--- src/rtl/ahbl_apb_pkg.sv ---
// Shared state encoding and AHB constants for the AHB-Lite to APB bridge.
package ahbl_apb_pkg;

  typedef enum logic [2:0] {
    IDLE,
    WDATA,
    SETUP,
    ACCESS,
    DONE,
    ERR1,
    ERR2
  } state_t;

  localparam logic [1:0] HTRANS_IDLE   = 2'b00;
  localparam logic [1:0] HTRANS_BUSY   = 2'b01;
  localparam logic [1:0] HTRANS_NONSEQ = 2'b10;
  localparam logic [1:0] HTRANS_SEQ    = 2'b11;

  localparam logic HRESP_OKAY  = 1'b0;
  localparam logic HRESP_ERROR = 1'b1;

endpackage

--- src/rtl/ahbl_apb_bridge_decode.sv ---
// Slot decoder: AHB address to one-hot APB select plus an out-of-range flag.
module apb_slot_decode
  import ahbl_apb_pkg::*;
#(
  parameter int NSLOTS   = 16,
  parameter int SLOT_LSB = 12
) (
  input  logic [31:0]       i_addr,
  output logic [NSLOTS-1:0] o_psel,
  output logic              o_out_of_range
);

  logic [3:0] w_idx;
  logic       w_unused;

  assign w_idx    = i_addr[SLOT_LSB+3:SLOT_LSB];
  assign w_unused = ^i_addr;

  // A full 16-slot map has no unreachable index.
  generate
    if (NSLOTS >= 16) begin : g_full
      assign o_out_of_range = 1'b0;
    end else begin : g_partial
      assign o_out_of_range = (w_idx >= 4'(NSLOTS));
    end
  endgenerate

  always_comb begin
    o_psel = '0;
    for (int i = 0; i < NSLOTS; i++) begin
      if (w_idx == 4'(i)) o_psel[i] = 1'b1;
    end
  end

endmodule

--- src/rtl/ahbl_apb_bridge.sv ---
// AHB-Lite slave to APB master bridge, one transfer in flight at a time.
// Optional: define APB_SLVERR_EN to return an AHB ERROR when PSLVERR completes an access.
//
// state  | meaning
// IDLE   | no transfer, HREADYOUT high
// WDATA  | capture AHB write data into PWDATA
// SETUP  | APB setup phase, PSEL high, PENABLE low
// ACCESS | APB access phase, waiting for PREADY
// DONE   | transfer complete with OKAY, may accept next
// ERR1   | first ERROR cycle, HREADYOUT low
// ERR2   | second ERROR cycle, HREADYOUT high, may accept next
module ahbl_apb_bridge
  import ahbl_apb_pkg::*;
#(
  parameter int APB_AW   = 12,
  parameter int NSLOTS   = 16,
  parameter int SLOT_LSB = 12
) (
  input  logic              i_hclk,
  input  logic              i_hreset,
  input  logic              i_hsel,
  input  logic [31:0]       i_haddr,
  input  logic [1:0]        i_htrans,
  input  logic              i_hwrite,
  input  logic [2:0]        i_hsize,
  input  logic [31:0]       i_hwdata,
  input  logic              i_hreadyin,
  output logic              o_hreadyout,
  output logic              o_hresp,
  output logic [31:0]       o_hrdata,
  output logic [APB_AW-1:0] o_paddr,
  output logic [NSLOTS-1:0] o_psel,
  output logic              o_penable,
  output logic              o_pwrite,
  output logic [31:0]       o_pwdata,
  input  logic [31:0]       i_prdata,
  input  logic              i_pready,
  input  logic              i_pslverr
);

  state_t              r_state;
  logic                r_hreadyout;
  logic                r_hresp;
  logic [31:0]         r_hrdata;
  logic [APB_AW-1:0]   r_paddr;
  logic [NSLOTS-1:0]   r_psel;
  logic [NSLOTS-1:0]   r_sel;
  logic                r_penable;
  logic                r_pwrite;
  logic [31:0]         r_pwdata;

  logic                w_accept;
  logic                w_oor;
  logic                w_slverr;
  logic [NSLOTS-1:0]   w_dec_psel;
  logic                w_unused;

  apb_slot_decode #(
    .NSLOTS  (NSLOTS),
    .SLOT_LSB(SLOT_LSB)
  ) u_decode (
    .i_addr        (i_haddr),
    .o_psel        (w_dec_psel),
    .o_out_of_range(w_oor)
  );

  assign w_accept = i_hsel & i_htrans[1] & i_hreadyin;
  assign w_unused = ^{i_hsize, i_haddr, i_pslverr};

`ifdef APB_SLVERR_EN
  assign w_slverr = i_pslverr;
`else
  assign w_slverr = 1'b0;
`endif

  always_ff @(posedge i_hclk) begin
    if (i_hreset) begin
      r_state     <= IDLE;
      r_hreadyout <= 1'b1;
      r_hresp     <= HRESP_OKAY;
      r_hrdata    <= '0;
      r_paddr     <= '0;
      r_psel      <= '0;
      r_sel       <= '0;
      r_penable   <= 1'b0;
      r_pwrite    <= 1'b0;
      r_pwdata    <= '0;
    end else begin
      case (r_state)
        IDLE, DONE, ERR2: begin
          r_state     <= IDLE;
          r_hreadyout <= 1'b1;
          r_hresp     <= HRESP_OKAY;
          r_psel      <= '0;
          r_penable   <= 1'b0;
          if (w_accept) begin
            r_paddr     <= i_haddr[APB_AW-1:0];
            r_pwrite    <= i_hwrite;
            r_sel       <= w_dec_psel;
            r_hreadyout <= 1'b0;
            if (w_oor) begin
              r_state <= ERR1;
              r_hresp <= HRESP_ERROR;
            end else if (i_hwrite) begin
              r_state <= WDATA;
            end else begin
              // Reads skip WDATA, so the select goes out straight from the address phase.
              r_state <= SETUP;
              r_psel  <= w_dec_psel;
            end
          end
        end
        WDATA: begin
          r_pwdata <= i_hwdata;
          r_psel   <= r_sel;
          r_state  <= SETUP;
        end
        SETUP: begin
          r_penable <= 1'b1;
          r_state   <= ACCESS;
        end
        ACCESS: begin
          if (i_pready) begin
            if (!r_pwrite) r_hrdata <= i_prdata;
            r_psel    <= '0;
            r_penable <= 1'b0;
            if (w_slverr) begin
              r_state <= ERR1;
              r_hresp <= HRESP_ERROR;
            end else begin
              r_state     <= DONE;
              r_hreadyout <= 1'b1;
            end
          end
        end
        ERR1: begin
          r_state     <= ERR2;
          r_hreadyout <= 1'b1;
        end
        default: r_state <= IDLE;
      endcase
    end
  end

  assign o_hreadyout = r_hreadyout;
  assign o_hresp     = r_hresp;
  assign o_hrdata    = r_hrdata;
  assign o_paddr     = r_paddr;
  assign o_psel      = r_psel;
  assign o_penable   = r_penable;
  assign o_pwrite    = r_pwrite;
  assign o_pwdata    = r_pwdata;

endmodule

--- config.mk ---
export PLATFORM = sky130hd
export DESIGN_NAME = ahbl_apb_bridge
export DESIGN_NICKNAME = d
export VERILOG_FILES = /design/src/rtl/ahbl_apb_pkg.sv /design/src/rtl/ahbl_apb_bridge_decode.sv /design/src/rtl/ahbl_apb_bridge.sv
export SDC_FILE = /design/constraint.sdc
export NUM_CORES = 1
export LEC_CHECK = 0
export BUFFER_PORTS_ARGS = -buffer_cell sky130_fd_sc_hd__buf_2
export CAP_MARGIN = 20
export CORE_AREA = 2 2 122 94
export DETAILED_ROUTE_END_ITERATION = 16
export DIE_AREA = 0 0 124 96
export PLACE_DENSITY = 0.86
export SYNTH_ARGS = -nofsm -noshare
export SYNTH_HDL_FRONTEND = slang
export SYNTH_SLANG_ARGS = --single-unit
--- constraint.sdc ---
create_clock -name i_hclk -period 1.7 [get_ports i_hclk]
set_clock_uncertainty 0.05 [all_clocks]
set_input_delay 0.085 -clock i_hclk [delete_from_list [all_inputs] [get_ports i_hclk]]
set_output_delay 0.085 -clock i_hclk [all_outputs]
set_load 0.01 [all_outputs]
==> results.md, run 1 <==
- Die area: about 12000 um2
- Post-synth ARST share: 0%
- Layout Area Growth over Synthesis: 48.9%
- Non-Filler Instances: between 900 and 1k
- Largest net degree at the start of global routing: slightly below 50
- Area contributors post-synth: dfxtp_1, a21oi_1, nand4_1
- Crit share post-route: a little over nine tenths
- Leakage: a little over 3 nW
- Wire per inst: 17.9 um
- Overall routed net length: 17.6 mm
- WL met3: around 1.6 mm
- Vias in the first global route: 5392
- Worst path required time: 1.94 ns
- Met1 WL: between 7 and 8 mm
- Synth Instances: about 600
- Final Util: 69.8%
- Via count: between 5k and 6k
- Crit path launch type: flop
- CTS tree: built
- Clock buffer depth: 2
- Met2 wire length: 8.60 mm
- Share of cells above drive strength 1: between 30% and 40%
- R2R depth: 4
- Max cap viols: 0
- Vias per cell: 5.76
- Seq cells post-synth: between 100 and 150
- Initial antenna violation count: 1
- Yosys Warn Count: 0
- Clock slew at reported path FFs: about 0.05 ns
- Die X: 124 um
- Register area: 2280 um2
- Post-Place Cells: ~880
- Outcome: finished clean
- PnR Total Power: 7.38 mW
- Post-Layout Inst Area: ~7500 um2
- Leading area contributor after synthesis: dfxtp_1
- Initial core utilization: roughly 47%
- EDFF count, synth: 0
- Clock sink count: ~110
- Gpl congestion: 0.838
- DRT iter0 DRCs: a little over 600
- Top Layer Used: met4
- DRC: 0
- Max Freq: around 630 MHz
- Placed inst area: 6080 um2
- CP endpoint kind: flop
- Synth Flop Type: dfxtp_1
- Setup CP Type: reg2reg
- Minimum clock period: about 1.6 ns
- Ports: just over 200
- Fin. Hold Viols: 0
- Post_cts resized: 0
- RSZ-0062 raised after global routing: false
- Synth unique cells: 39
- Filler cell count in the final layout: 802
- Pins Over Slew Limit: 0
- Core Area: 10700 um2
- Final setup fails: 0
- Gr ovfl total: 0
- Max IR drop VDD: approximately 770 uV
- Rows: 33
- Worst hold path type: in2reg
- Worst hold stages: 4
- GRT Overall Usage: between 20% and 30%
- Syn Area/Cell: 8.36 um2
- Power per cell area: 985 nW/um2
- CTS buffer count: 17
- Wire length of the first global-routing pass: roughly 27 mm
- Number of H-tree levels: 4
- Worst EP arrival: around 1.8 ns
- Buffers on Ports: roughly 180
- Hpwl dp: ~9.4 mm
- Area occupied by multi-input gates: 2340 um2
- Setup_tns: 0 ns
- CTS root buffer: clkbuf_16
- Most frequent cells in the layout: buf_2, dfxtp_1, a21oi_1
- Netlist Area Pre-Place: a little over 5000 um2
- Sequential share of the synthesized area: 45.3%
- Drt first pass iters: 6
- Routed Antenna Nets: 0
- Post-synth top area share: 45.3%
- Clk_lat worst skew: roughly 0.40 ns
- Worst Path Max Fanout: 34
- Most common cell after layout, fill and taps aside: buf_2
- Syn_nets: between 700 and 800
- Nets: between 900 and 1k
- Chip height: between 90 and 100 um
[worst max-delay path, cell delays in order, from the launching register on]
cell and delay, ns:
dfxtp_1 0.40, and4b_2 0.32, buf_12 0.17, a211o_1 0.27, a221oi_1 0.27
[cells in the mapped netlist, types with 2 or more instances]
| master | number |
|---|---|
| a21oi_1 | 96 |
| nand4_1 | 45 |
| o31ai_1 | 29 |
| nor2_1 | 2 |
| nand2_1 | 67 |
| nor2b_1 | 5 |
| a221oi_1 | 6 |
| and4b_1 | 6 |
| a221oi_2 | 10 |
| clkbuf_1 | 43 |
| dfxtp_1 | 114 |
| nand3_1 | 33 |
| o21ai_1 | 33 |
| nor3_1 | 18 |
| nor4bb_1 | 6 |
| inv_1 | 19 |
| buf_1 | 3 |
| buf_6 | 2 |
| buf_4 | 5 |
| nor4b_1 | 4 |
| buf_2 | 22 |
| and2_1 | 2 |
| a211o_1 | 16 |
[state kept, by name, indices dropped and copies added (netlist names)]
| signal | cells |
|---|---|
| o_pwrite | 1 |
| o_hrdata | 32 |
| r_state | 3 |
| o_psel | 16 |
| o_hreadyout | 1 |
| r_sel | 16 |
| o_penable | 1 |
| o_pwdata | 32 |
| o_paddr | 12 |
[routing by layer]
metal,vias up,track usage (%)
met3,43,8.53
met5,-,0
met4,0,13.4
li1,2674,-
met2,329,47.8
met1,2641,36.5
[stage by stage]
step	setup WS, ns	hold slack (ns)
floorplan	0.259	0.171
detailed placement	0.119	0.282
finish	0.102	0.0451
global placement	0.203	0.276
global route	0.0394	0.0535
CTS	0.105	0.0280
[where the power goes]
part	internal, mW	switching [mW]	total, mW
Sequential	2.73	0.0401	2.77
Combinational	0.376	0.469	0.844
Clock	2.49	1.27	3.77
[cell families after synthesis]
logic type | count (synthesis) | synth area share (%)
and+or+nand+nor | 196 | 21.3
AOI/OAI and AO/OA | 195 | 24.8
DFF | 114 | 45.3
buffers and inverters | 95 | 8.33
muxes | 1 | 0.224
other | 1 | 0.0745
[path summary, 6_finish.rpt]
kind | start | endpoint | slack, ns
max | r_state[0] | o_psel[15] | 0.10
min | i_pready | r_state[0] | 0.05
max reg2reg | r_state[0] | o_psel[15] | 0.10
min reg2reg | o_pwdata[15] | o_pwdata[15] | 0.40
[cell type report]
type / instances / share of cell area [%]
antenna: 1 / 0.0334
clock buffer: 19 / 5.91
clock inverter: 13 / 2.45
inverter: 19 / 0.952
multi-input combinational: 393 / 31.3
sequential: 114 / 30.5
tap: 140 / 2.34
timing repair buffer: 288 / 26.6
[timing repair]
action	4_1_cts	5_1_grt
hold buffers	78	0
setup buffers	0	0
hold endpoints to repair	78	0
No activity file was read; power rests on OpenSTA's default activity.
==> run 2: changes to the inputs <==
--- a/config.mk
+++ b/config.mk
@@ -10,6 +10,7 @@
 export CORE_AREA = 2 2 122 94
 export DETAILED_ROUTE_END_ITERATION = 16
 export DIE_AREA = 0 0 124 96
+export HOLD_SLACK_MARGIN = 0.08
 export PLACE_DENSITY = 0.86
 export SYNTH_ARGS = -nofsm -noshare
 export SYNTH_HDL_FRONTEND = slang
==> constraint.sdc (replaced) <==
create_clock -name i_hclk -period 1.7 [get_ports i_hclk]
set_clock_uncertainty 0.05 [all_clocks]
set_input_delay 0.34 -clock i_hclk [delete_from_list [all_inputs] [get_ports i_hclk]]
set_output_delay 0.34 -clock i_hclk [all_outputs]
set_load 0.01 [all_outputs]
==> run 2 against run 1 <==
Register-to-register slack improved by 0.06 ns. Core utilization down 6.8 points. Non-clock buffer count down 74. Global-route usage decreased by 5.9 points. Fmax grew 4.2%. Highest routed layer unchanged.
==> results.md, run 2 (synthesis gave the netlist of run 1 again) <==
- Crit path cell chain: and4b_2 -> buf_12 -> a211o_1 -> a221oi_2
- Final setup fails: 0
- Slowest Stage Delay on Critical Path: between 0.4 and 0.5 ns
- Max cap viols: 0
- Initial antenna violation count: 1
- Leakage: approximately 2.7 nW
- Share of cells above drive strength 1: approximately 34%
- Share of power burned in registers: 38.5%
- Ports: just over 200
- Crit-path slowest cell: dfxtp_1
- Psw: 1.70 mW
- Rows: 33
- Gpl congestion: ~0.80
- Post-Layout Inst Area: roughly 6800 um2
- Wire per inst: between 15 and 20 um
- Power per cell area: between 1000 and 1500 nW/um2
- FF-to-FF setup slack: 0.17 ns
- Outcome: finished clean
- Layout Area Growth over Synthesis: 34.5%
- Die X: between 100 and 150 um
- Crit share post-route: between 90% and 100%
- Max IR drop VDD: 982 uV
- CTS buffer count: 17
- Clock buffer depth: 2
- Hold Crit Endpoint: o_pwdata[9]
- RSZ-0062 raised after global routing: false
- Hpwl dp: around 9.5 mm
- Largest net degree at the start of global routing: 48
- Placed inst area: 6140 um2
- Crit path buf inv count: 1
- Filler cell count in the final layout: around 930
- Gr ovfl total: 0
- Setup CP Type: reg2reg
- Buffers on Ports: 181
- Wire length of the first global-routing pass: around 22 mm
- Via count: 5210
- Worst EP arrival: between 1.5 and 2 ns
- Vias per cell: 5.71
- Antenna cells: 0
- Nets: 867
- Max Freq: 652 MHz
- Clock slew at reported path FFs: approximately 0.06 ns
- Proportion of power drawn by combinational gates: 9.5%
- Vias in the first global route: between 4k and 5k
- DRT iter0 DRCs: about 380
- Clk_lat worst skew: approximately 0.4 ns
- DRC: 0
- GRT Overall Usage: 23.6%
- PnR Total Power: between 7 and 8 mW
- Reg2reg end: o_psel[8]
- Worst path required time: roughly 2 ns
- Worst hold stages: 3
- Most frequent cells in the layout: buf_2, dfxtp_1, a21oi_1
- CP endpoint kind: flop
- Number of H-tree levels: 4
- Die area: 11900 um2
- Minimum clock period: between 1.5 and 2 ns
- Switching portion of total power: a little under a quarter
- R2R depth: 4
- Setup_tns: 0 ns
- Routed Antenna Nets: 0
- CTS root buffer: clkbuf_16
- Worst Path Max Fanout: 17
- Drt first pass iters: 5
- Chip height: between 90 and 100 um
- Post-Place Cells: 880
- Fin. Hold Viols: 0
- Most common cell after layout, fill and taps aside: buf_2
- Clock sink count: between 100 and 150
- Initial core utilization: 46.9%
- Crit path launch type: flop
- Clock power share: about 52%
- Overall routed net length: 14.4 mm
- P_int: 5.49 mW
- CTS tree: built
- Pins Over Slew Limit: 0
- Non-Filler Instances: 912
- Worst hold path type: in2reg
- Reg2Reg Launch Point: r_state[2]
- Top Family by Delay on Critical Path: compound AO/OA/AOI/OAI gates
- Core Area: between 10000 and 15000 um2
- HP Start: i_hwdata[9]
## run 2: cell count changes in the layout (fill, tap and decap cells not counted)
cell / before / now
buf_4: 23 / 25
dfxtp_2: 0 / 2
dlygate4sd3_1: 78 / 0
dfxtp_1: 114 / 112
buf_12: 7 / 9
diode_2: 1 / 0
## run 2: worst max-delay path by stage
stage / startpoint / endpoint / slack (ns) / cells after the start
after floorplan: r_state[2] / o_psel[10] / 0.26 / 6
after global placement: r_state[1] / o_hrdata[5] / 0.14 / 5
after detailed placement: r_state[1] / o_hrdata[11] / 0.08 / 5
after CTS: r_state[1] / o_hrdata[3] / 0.06 / 5
after global routing: r_state[0] / o_hrdata[9] / 0.11 / 5
final: r_state[2] / o_psel[8] / 0.17 / 4
## run 2: timing repair
item	in CTS	in global routing
resized for setup	0	2
buffers inserted	0	0
hold buffers	0	0
endpoints found under the setup margin	0	6
## run 2: metal layers
layer	routed length, um	part of all wire, %	track usage (%)	vias up
met4	133	0.92	7.87	0
met5	0	0	0	-
met2	6550	45	35.6	257
li1	-	-	-	2523
met3	1450	10	8.18	17
met1	6260	43	31.8	2413
## run 2: per-stage QoR
stage,hold slack [ns],worst slack (ns),utilization (%)
detailed placement,0.394,0.0840,57.2
global placement,0.389,0.139,57.2
finish,0.127,0.165,63.1
CTS,0.110,0.0650,63.0
floorplan,0.394,0.259,-
global route,0.114,0.105,63.1
## run 2: area by class of cell
cell class	count	area [um2]	area share [%]
Multi-Input combinational cell	393	2340	34.6
Sequential cell	114	2280	33.8
Timing Repair Buffer	214	1270	18.7
Clock buffer	19	443	6.54
Clock inverter	13	184	2.72
Tap cell	140	175	2.59
Inverter	19	71.3	1.05
## run 2: power by group through the flow
stage	registers, mW	clock network [mW]	logic (mW)
5_1_grt	2.78	3.93	0.744
3_5_place_dp	2.83	0	0.670
2_1_floorplan	2.85	0	0.367
6_report	2.77	3.74	0.684
3_3_place_gp	2.82	0	0.666
4_1_cts	2.77	3.79	0.674
## run 2: worst register-to-register path: stages (launching register included)
cell and delay (ns):
dfxtp_1 0.42, and4b_2 0.29, buf_12 0.15, a211o_1 0.30, a221oi_2 0.24
==> run 3: changes to the inputs <==
--- a/config.mk
+++ b/config.mk
@@ -7,11 +7,14 @@
 export LEC_CHECK = 0
 export BUFFER_PORTS_ARGS = -buffer_cell sky130_fd_sc_hd__buf_2
 export CAP_MARGIN = 20
-export CORE_AREA = 2 2 122 94
+export CELL_PAD_IN_SITES_DETAIL_PLACEMENT = 1
+export CELL_PAD_IN_SITES_GLOBAL_PLACEMENT = 2
+export CORE_AREA = 2 2 161 124
 export DETAILED_ROUTE_END_ITERATION = 16
-export DIE_AREA = 0 0 124 96
+export DIE_AREA = 0 0 163 126
 export HOLD_SLACK_MARGIN = 0.08
-export PLACE_DENSITY = 0.86
+export PLACE_DENSITY = 0.87
+export SETUP_SLACK_MARGIN = 0.4
 export SYNTH_ARGS = -nofsm -noshare
 export SYNTH_HDL_FRONTEND = slang
 export SYNTH_SLANG_ARGS = --single-unit
==> run 3 against run 2 <==
Sequential power barely moved. Clock power barely moved. Die area rose by 73%. Critical path type unchanged. Setup slack improved by 0.046 ns. Fmax rose by 3.1%.
==> results.md, run 3 (synthesis gave the netlist of run 1 again) <==
- Outcome: finished clean
- Antenna cells: 0
- Via count: 5328
- CTS tree: built
- Largest net degree at the start of global routing: 48
- Worst path required time: about 2.0 ns
- Rows: between 40 and 50
- Power per cell area: just under 1000 nW/um2
- Core Area: between 15000 and 20000 um2
- Slowest Stage Delay on Critical Path: 0.41 ns
- Hpwl dp: between 10 and 15 mm
- Crit path cell chain: and4b_4 -> buf_12 -> clkbuf_16 -> nand3_1 -> a21oi_1
- Drt first pass iters: 5
- Clock buffer depth: 2
- Gpl congestion: around 0.76
- Crit-path slowest cell: and4b_4
- Vias in the first global route: around 5.1k
- Worst rel slew slack: around two thirds
- Top Family by Delay on Critical Path: simple AND/OR/NAND/NOR gates
- DRC: 0
- Fin. Hold Viols: 0
- Max Freq: about 670 MHz
- GRT Overall Usage: 17.0%
- Worst Max-Slew Pin Slew: between 0.5 and 0.6 ns
- RSZ-0062 raised after global routing: true
- Setup_tns: 0 ns
- Overall routed net length: between 15 and 20 mm
- Setup CP Type: reg2reg
- Worst EP arrival: between 1.5 and 2 ns
- Crit path buf inv count: 2
- Nets: 888
- Routed Antenna Nets: 0
- Layout Area Growth over Synthesis: 52.0%
- Buffers on Ports: roughly 180
- CTS buffer count: 17
- Minimum clock period: 1.49 ns
- Share of cells above drive strength 1: about 47%
- Crit path launch type: flop
- Die area: roughly 21000 um2
- Pins Over Slew Limit: 0
- Clock slew at reported path FFs: 0.06 ns
- CTS root buffer: clkbuf_16
- PnR Total Power: roughly 7.4 mW
- Wire length of the first global-routing pass: 27.9 mm
- Vias per cell: a little over 5
- Most common cell after layout, fill and taps aside: buf_2
- Final Hold Slack: between 0.09 and 0.1 ns
- Clock sink count: roughly 110
- Leakage: roughly 3 nW
- Worst Path Max Fanout: 12
- Max cap viols: 0
- Initial antenna violation count: 0
- Gr ovfl total: 0
- Ports: between 200 and 250
- Final setup fails: 0
- Initial core utilization: 26.5%
- Filler cell count in the final layout: about 2.3k
- Die X: roughly 160 um
- Worst hold path type: in2reg
- CP endpoint kind: flop
- Number of H-tree levels: 4
- Wire per inst: approximately 18 um
- Max IR drop VDD: 497 uV
- Crit share post-route: 87.6%
- Chip height: 126 um
- DRT iter0 DRCs: approximately 230
- Cts hold-fix bufs: 0
- Clk_lat worst skew: approximately 0.42 ns
- Most frequent cells in the layout: buf_2, a21oi_1, nand2_1
## run 3: cell count changes in the layout (fill, tap and decap cells not counted), moves of 4 or more
cell	delta
o31ai_2	+4
dfxtp_2	+63
dfxtp_1	-66
buf_2	-26
buf_4	+7
nand3_4	+4
nand3_1	-4
o31ai_1	-5
buf_6	+27
buf_8	+4
a21oi_2	+5
a21oi_1	-5
clkbuf_16	+6
## run 3: final timing paths
kind                start            to  slack, ns  depth (start not counted)
min reg2reg   o_pwdata[9]   o_pwdata[9]       0.40                          2
min          i_hwdata[27]  o_pwdata[27]        0.1                          3
max reg2reg    r_state[2]  o_hrdata[20]       0.21                          5
max            r_state[2]  o_hrdata[20]       0.21                          5
## run 3: repair_timing
action	in CTS	in global routing
buffers inserted	1	9
resized for setup	43	104
setup endpoints to repair	140	162
pin swaps	2	15
gates cloned	0	8
## run 3: per-layer routing
metal / vias up / track usage [%] / wire [um]
met5: - / 0 / 0
met4: 0 / 4.63 / 155
met3: 15 / 5.90 / 1530
met2: 177 / 25.3 / 8430
met1: 2565 / 23.4 / 8720
li1: 2571 / - / -
## run 3: power breakdown
| group | switching, mW | internal, mW | total [mW] |
|---|---|---|---|
| Combinational | 0.488 | 0.347 | 0.835 |
| Sequential | 0.0395 | 2.74 | 2.78 |
| Clock | 1.39 | 2.36 | 3.75 |
## run 3: through the flow
stage | instances | setup slack [ns] | area, um2 | util, %
final | 1046 | 0.211 | 7650 | 40.3
after global placement | 996 | 0.194 | 6320 | 33.3
after detailed placement | 996 | 0.172 | 6320 | 33.3
after CTS | 1029 | 0.238 | 7060 | 37.2
after global routing | 1046 | 0.158 | 7650 | 40.3
after floorplan | 602 | 0.335 | 5100 | -
## run 3: cell type report
cell class,count,area [um2],share of cell area [%]
Sequential cell,114,2370,31.0
Clock inverter,14,178,2.32
Clock buffer,18,439,5.74
Inverter,19,71.3,0.932
Multi-Input combinational cell,395,2540,33.2
Tap cell,253,317,4.14
Timing Repair Buffer,233,1730,22.7
## run 3: worst min-delay path: stages
cell     delay [ns]
buf_2          0.10
nand2_1        0.04
a21oi_1        0.05
